[config.mk]
export PLATFORM = sky130hd
export DESIGN_NAME = time_set_controller
export DESIGN_NICKNAME = d
export VERILOG_FILES = /design/src/rtl/time_set_controller_pkg.sv /design/src/rtl/time_set_controller_repeat_timer.sv /design/src/rtl/time_set_controller.sv
export SDC_FILE = /design/constraint.sdc
export NUM_CORES = 1
export LEC_CHECK = 0
export ABC_AREA = 1
export CAP_MARGIN = 20
export CELL_PAD_IN_SITES_DETAIL_PLACEMENT = 1
export CELL_PAD_IN_SITES_GLOBAL_PLACEMENT = 1
export CORE_AREA = 2 2 39 41
export CTS_BUF_LIST = sky130_fd_sc_hd__clkbuf_8
export DETAILED_ROUTE_END_ITERATION = 8
export DIE_AREA = 0 0 41 43
export GPL_TIMING_DRIVEN = 0
export HOLD_SLACK_MARGIN = 0.12
export PLACE_DENSITY_LB_ADDON = 0.1
export SLEW_MARGIN = 20
export SYNTH_ARGS = -nofsm -noshare
export SYNTH_HDL_FRONTEND = slang
export SYNTH_SLANG_ARGS = --single-unit
export TNS_END_PERCENT = 20
[constraint.sdc]
create_clock -name i_sysclk -period 1.1 [get_ports i_sysclk]
set_clock_uncertainty 0.1 [all_clocks]
set_input_delay 0.22 -clock i_sysclk [delete_from_list [all_inputs] [get_ports i_sysclk]]
set_output_delay 0.22 -clock i_sysclk [all_outputs]
set_load 0.05 [all_outputs]
[src/rtl/time_set_controller_pkg.sv]
// Shared encodings for the desk-clock time-set controller.
// The optional auto-repeat feature is enabled by defining AUTO_REPEAT_EN.
package time_set_controller_pkg;

    // Width of the auto-repeat strobe counter; REPEAT_DELAY must fit in it.
    localparam int RPT_CNT_W = 4;

    // Mode encodings as seen on o_mode.
    localparam logic [1:0] MODE_RUN      = 2'd0;
    localparam logic [1:0] MODE_SET_MIN  = 2'd1;
    localparam logic [1:0] MODE_SET_HOUR = 2'd2;

    // FSM states share the o_mode encoding so the state register drives o_mode directly.
    typedef enum logic [1:0] {
        ST_RUN      = MODE_RUN,
        ST_SET_MIN  = MODE_SET_MIN,
        ST_SET_HOUR = MODE_SET_HOUR
    } state_t;

    // Decode the next state of a button-driven transition from the current state and buttons.
    // Hours win over minutes from RUN; a set state only watches its own button.
    function automatic state_t next_mode(input state_t cur, input logic set_min, input logic set_hour);
        state_t nxt;
        nxt = cur;
        case (cur)
            ST_RUN: begin
                if (set_hour)
                    nxt = ST_SET_HOUR;
                else if (set_min)
                    nxt = ST_SET_MIN;
            end
            ST_SET_MIN: begin
                if (!set_min)
                    nxt = ST_RUN;
            end
            ST_SET_HOUR: begin
                if (!set_hour)
                    nxt = ST_RUN;
            end
            default: nxt = ST_RUN;
        endcase
        return nxt;
    endfunction

endpackage

[src/rtl/time_set_controller_repeat_timer.sv]
// Auto-repeat timer for the time-set controller.
// Only instantiated when AUTO_REPEAT_EN is defined.
// fire is combinational: high on the clear (entry) cycle, and on every strobe
// once REPEAT_DELAY strobes have been counted since the clear.
module repeat_timer
    import time_set_controller_pkg::*;
#(
    parameter int REPEAT_DELAY = 4
) (
    input  logic i_sysclk,
    input  logic i_reset_n,
    input  logic clear,
    input  logic strobe,
    output logic fire
);

    localparam logic [RPT_CNT_W-1:0] DELAY = RPT_CNT_W'(REPEAT_DELAY);

    logic [RPT_CNT_W-1:0] cnt;
    logic                 sat;

    assign sat = (cnt == DELAY);

    // Count strobes up to the delay; a strobe coincident with clear is the first count.
    always_ff @(posedge i_sysclk or negedge i_reset_n) begin
        if (!i_reset_n)
            cnt <= '0;
        else if (clear)
            cnt <= strobe ? RPT_CNT_W'(1) : '0;
        else if (strobe && !sat)
            cnt <= cnt + RPT_CNT_W'(1);
    end

    // Entry always fires; post-entry strobes fire only when the counter was already saturated.
    assign fire = clear | (strobe & sat);

endmodule

[src/rtl/time_set_controller.sv]
// Run/set sequencing controller for the seconds/minutes/hours counter chain.
// Define AUTO_REPEAT_EN to enable auto-repeat of set pulses from i_fast_stb;
// without it each button press yields a single increment.
module time_set_controller
    import time_set_controller_pkg::*;
#(
    parameter int REPEAT_DELAY = 4
) (
    input  logic       i_sysclk,
    input  logic       i_reset_n,
    input  logic       i_1hz_stb,
    input  logic       i_fast_stb,
    input  logic       i_set_minutes,
    input  logic       i_set_hours,
    input  logic       i_sec_overflow,
    input  logic       i_min_overflow,
    output logic       o_sec_en,
    output logic       o_min_en,
    output logic       o_hour_en,
    output logic       o_sec_clr,
    output logic [1:0] o_mode
);

    state_t state, state_nxt;
    logic   entry;
    logic   fire;
    logic   sec_en_nxt, min_en_nxt, hour_en_nxt;

    // Entering a set state: the cycle the FSM leaves RUN.
    assign entry = (state == ST_RUN) && (state_nxt != ST_RUN);

`ifdef AUTO_REPEAT_EN
    logic stay_set;
    logic rpt_strobe;

    // Strobes count only while the set state is being kept (or entered); a release wins over a strobe.
    assign stay_set   = (state != ST_RUN) && (state_nxt == state);
    assign rpt_strobe = i_fast_stb && (entry || stay_set);

    repeat_timer #(
        .REPEAT_DELAY (REPEAT_DELAY)
    ) u_repeat_timer (
        .i_sysclk  (i_sysclk),
        .i_reset_n (i_reset_n),
        .clear     (entry),
        .strobe    (rpt_strobe),
        .fire      (fire)
    );
`else
    logic unused_rpt;

    // Without auto-repeat only the entry pulse is issued.
    assign fire       = entry;
    assign unused_rpt = ^{i_fast_stb, RPT_CNT_W'(REPEAT_DELAY)};
`endif

    // Next-state decode and next-cycle enable pulses.
    always_comb begin
        state_nxt   = next_mode(state, i_set_minutes, i_set_hours);
        sec_en_nxt  = 1'b0;
        min_en_nxt  = 1'b0;
        hour_en_nxt = 1'b0;
        if ((state == ST_RUN) && (state_nxt == ST_RUN)) begin
            // Normal timekeeping: forward the strobe and cascade overflows.
            sec_en_nxt  = i_1hz_stb;
            min_en_nxt  = i_sec_overflow;
            hour_en_nxt = i_min_overflow;
        end else begin
            // Set states ignore the timebase and overflows so no carry happens.
            min_en_nxt  = fire && (state_nxt == ST_SET_MIN);
            hour_en_nxt = fire && (state_nxt == ST_SET_HOUR);
        end
    end

    // State register; o_mode is taken straight from it.
    always_ff @(posedge i_sysclk or negedge i_reset_n) begin
        if (!i_reset_n)
            state <= ST_RUN;
        else
            state <= state_nxt;
    end

    // Registered enable pulses and seconds clear.
    always_ff @(posedge i_sysclk or negedge i_reset_n) begin
        if (!i_reset_n) begin
            o_sec_en  <= 1'b0;
            o_min_en  <= 1'b0;
            o_hour_en <= 1'b0;
            o_sec_clr <= 1'b0;
        end else begin
            o_sec_en  <= sec_en_nxt;
            o_min_en  <= min_en_nxt;
            o_hour_en <= hour_en_nxt;
            o_sec_clr <= (state_nxt != ST_RUN);
        end
    end

    assign o_mode = state;

endmodule

Yosys cells after proc, flatten, opt, wreduce, memory -nomap -nowiden
Cells that the tools add are included.
{ "word_totals": {"reg_bits": 6, "latchBits": 0, "mem_bits_rw": 0, "mem_bits_ro": 0, "inputBits": 8, "output_inout_bits": 6, "word_cells": 24, "n_memories": 0} }
{ "classes": {"add_sub_neg": 0, "n_mul": 0, "div": 0, "n_lt_le_gt_ge": 0, "eq_ne": 4, "n_shift": 0, "mux": 8, "bitwise_logic": 0, "reduce_logical": 7} }
{ "ops": {"columns": ["op", "n"], "rows": [
  ["2-bit 2-to-1 mux", 4],
  ["2-bit case mux with 3 select lines", 1],
  ["2-bit by 1-bit equality test with 1-bit output (second input constant)", 2],
  ["2-bit equality test (second input constant)", 2],
  ["1-bit logical AND", 4],
  ["2-bit zero test", 2],
  ["1-bit 2-to-1 mux", 3],
  ["2-bit nonzero test", 1]
]} }

Depth between registers and ports, before layout
{ "depth": {"ltp_word": 7, "ltp_mapped": 4, "ltp_nobuf": 4} }

Worst setup path after synthesis
Ideal clock, no wire load.
{ "synth_timing": {"path_kind": "reg2reg", "from": "reg state[0] (netlist: o_mode[0])", "to": "reg o_sec_en", "arrival_time_ns": 0.982, "t_required_ns": 0.931, "path_slack_ns": -0.051, "path_stages_with_launch": 5, "synth_period_minus_slack_ns": 1.151, "cell_sequence": "dfrtp_1 > inv_2 > nand2_4 > nand3_1 > nor2_2"} }
{ "synth_via": {"elab_chain_len": 6, "word_cells_on_any_way": 11, "cone_classes": "eq/ne (2); mux (6); reduce/logical (3)"} }
{ "synth_lines": {"columns": ["element", "line", "rtl"], "rows": [
  ["start, declared", "time_set_controller.sv:24", "state_t state, state_nxt;"],
  ["start signal, assigned", "time_set_controller.sv:80", "state <= state_nxt;"],
  ["2-bit 2-to-1 mux", "time_set_controller_pkg.sv:29", "else if (set_min)"],
  ["2-bit 2-to-1 mux", "time_set_controller_pkg.sv:27", "if (set_hour)"],
  ["2-bit case mux with 3 select lines", "time_set_controller_pkg.sv:25", "case (cur)"],
  ["2-bit zero test", "time_set_controller.sv:63", "if ((state == ST_RUN) && (state_nxt == ST_RUN)) begin"],
  ["1-bit logical AND (*)", "time_set_controller.sv:63", null],
  ["1-bit 2-to-1 mux (*)", "time_set_controller.sv:63", null],
  ["net sec_en_nxt", "time_set_controller.sv:27", "logic sec_en_nxt, min_en_nxt, hour_en_nxt;"],
  ["end signal, assigned", "time_set_controller.sv:91", "o_sec_en <= sec_en_nxt;"],
  ["end, declared", "time_set_controller.sv:17", "output logic o_sec_en,"]
]} }
The timed path passes the listed nets; every way through them passes the cells marked *.

Final worst setup path
{ "layout_timing": {"from": "reg state[1] (netlist: o_mode[1])", "to": "out o_mode[1]"} }
{ "layout_rtl": {"columns": ["element", "line", "rtl"], "rows": [
  ["end, declared", "time_set_controller.sv:21", "output logic [1:0] o_mode"]
]} }
No word-level cell between the ends.

==> metrics <==
die area 0.001763 mm^2; TritonCTS clock tree built; die outline height 43 um; main combinational cell family by area after synthesis simple AND/OR/NAND/NOR gates; initial antenna violation count 0; CP arrival 0.81 ns; layout cells sized above 1 45.00%; Clk pin slew, worst setup/hold paths 0.04 ns; RSZ-0062 raised after global routing true; Adder-Cell Fraction of Synth Area 0%; distinct cell type count after synthesis 10; syn_area_per_cell 10.06 um^2; Detailed Place HPWL 423.4 um; row count 14; clock sink count 6; DRC 0; Min-Delay Path Class input pin to asynchronous set/reset pin; post-synthesis mux area share 0%; Fin. Hold Viols 0; CTS Buffer Depth 2; XOR/XNOR Fraction of Synth Area 0%; cell-internal power 0.0005356 W; mean number of vias per cell 3.786; Diodes inserted 0; hold buffer count at cts 0; violated checks negative setup slack; complex-gate fraction of the synthesized area 0%; CTS Buf Count 3; Placeable Area 0.001384 mm^2; power per cell area 1748 mW/mm^2; Post-Synth Simple-Gate Area 30.05%; post-synthesis register bit count 6; CP max stage cell dfrtp_2; Vias 212; Pleak 0.2124 nW; crit-path cells buf_6; P&R area growth vs syn 74.61%; Placer Congestion 0.7399; Seq pwr share 33.8%; worst-path maximum fanout 3; area post-placement 384.1 um^2; H-tree levels 1; CP peak stage delay 0.42 ns; Final Cell Area 421.7 um^2; CP Data Required Time 0.78 ns; largest net degree at the start of global routing 7; Die W 41 um; switching power total 0.0002016 W; Initial Utilization 17.45%; Final Net Count 49; combinational power share 21.3%; Final ANT Viol Nets 0; Synth Cell Area 241.5 um^2; Max Fclk 886.9 MHz; MaxCap Viol Count 0; Clock Power Share 44.8%; CP Buf/Inv Count 1; crit share post-route 102.5%; setup violators final 2; status complete, but fails checks; post-route setup slack -0.02755 ns; Post-Place Worst Slack -0.4020 ns; I/O pin count 14; kind of critical path flip-flop to output pin; routed length per instance 9.018 um; vias in the first global route 245; Worst setup SP type flip-flop; switch share 27.35%; DRT iter0 DRCs 2; worst rel slew slack 82.94%; max-slew violations 0; DR pass1 iterations 2; first-pass GRT wire length 959 um; Ys Warns 0; Final min period 1.128 ns; Least-Margin Pin Slew 0.2551 ns; Clock Latency Late Sink 0.22 ns; IO buf count 12; Seq/Total Area, Yosys 62.18%; Peak supply drop 0.4055 mV; grt ovf 0; CTS root buffer clkbuf_8; Top delay family on crit path flip-flops; Crit. End Element output pin; Tot GR Track Use 8.907%; Post-Route WL 505 um; Syn Inst Count 24; syn nets 32
timing repair:
item                                    4_1_cts  5_1_grt
gates resized for setup                      34        6
setup buffers                                 0        0
endpoints found under the setup margin        6        4
placed cells by master (no fill, tap or decap), drive strengths merged:
cell type,netlist,routed
clkdlybuf4s50,0,6
nand2,6,6
dfrtp,6,6
buf,0,6
inv,5,6
nand4,3,3
clkbuf,0,3
nor2,3,3
nand3,1,1
metrics by stage:
step	util, %	TNS (ns)	std cells	power [W]	hold WS (ns)
CTS	30.56	-0.1837	56	0.0007437	0.1363
floorplan	-	0	24	0.0003439	-0.1756
global placement	27.76	-2.388	52	0.0004111	0.3661
global route	30.47	-0.1112	56	0.0007820	0.1449
detailed placement	27.76	-2.425	52	0.0004130	0.3702
finish	30.47	-0.05400	56	0.0007372	0.1324
cells in the mapped netlist:
| cell type | count | area, um^2 |
|---|---|---|
| inv_1 | 2 | 7.510 |
| nor2_1 | 1 | 3.750 |
| nand2_2 | 1 | 6.260 |
| nand3_1 | 1 | 5.000 |
| nand2_1 | 4 | 15.01 |
| nor2_2 | 2 | 12.51 |
| inv_2 | 3 | 11.26 |
| dfrtp_1 | 6 | 150.1 |
| nand4_1 | 3 | 18.77 |
| nand2_4 | 1 | 11.26 |
worst reg2reg max path, delay by kind of cell (launching register included):
kind	cells	cell delay [ns]
DFF	1	0.42
and+or+nand+nor	3	0.37
power by group through the flow:
stage                     sequential [W]  clock, W  combinational, W
after floorplan                 0.000312         0         0.0000316
after global placement          0.000251         0          0.000161
after detailed placement        0.000252         0          0.000162
after CTS                       0.000250  0.000337          0.000157
after global routing            0.000252  0.000360          0.000170
final                           0.000249  0.000331          0.000157
flip-flops by register name (all words and copies together), names as in the netlist:
name and count:
o_mode 2, o_min_en 1, o_sec_en 1, o_hour_en 1, o_sec_clr 1
path summary, 6_finish.rpt:
check	from	endpoint	slack, ns	cells after the start
min	i_reset_n	o_min_en	0.13	1
max	o_mode[1]	o_mode[1]	-0.03	1
max in group asynchronous	i_reset_n	o_mode[1]	0.55	1
min reg2reg	o_mode[0]	o_mode[1]	0.50	3
min in group i_sysclk	i_1hz_stb	o_sec_en	0.43	3
max reg2reg	o_mode[1]	o_sec_en	0.13	3
layer usage:
layer  GRT usage (%)  vias up  part of all wire, %
met1           9.571       88                   35
li1                -      106                    -
met4           12.00        0                  6.3
met3           3.141        4                   15
met5               0        -                    0
met2           10.94       14                   44
area by class of cell:
type	instances	area, um^2
clock inverter	1	3.754
sequential	6	152.6
multi-input combinational	13	72.57
fill	163	962.2
timing repair buffer	12	112.6
clock buffer	3	41.29
inverter	5	18.77
tap	16	20.02
logic make-up (layout without fill, tap and decap cells):
kind of cell | Yosys count | after routing
buffers and inverters | 5 | 21
DFF | 6 | 6
and+or+nand+nor | 13 | 13
(Power assumes the default switching activity.)
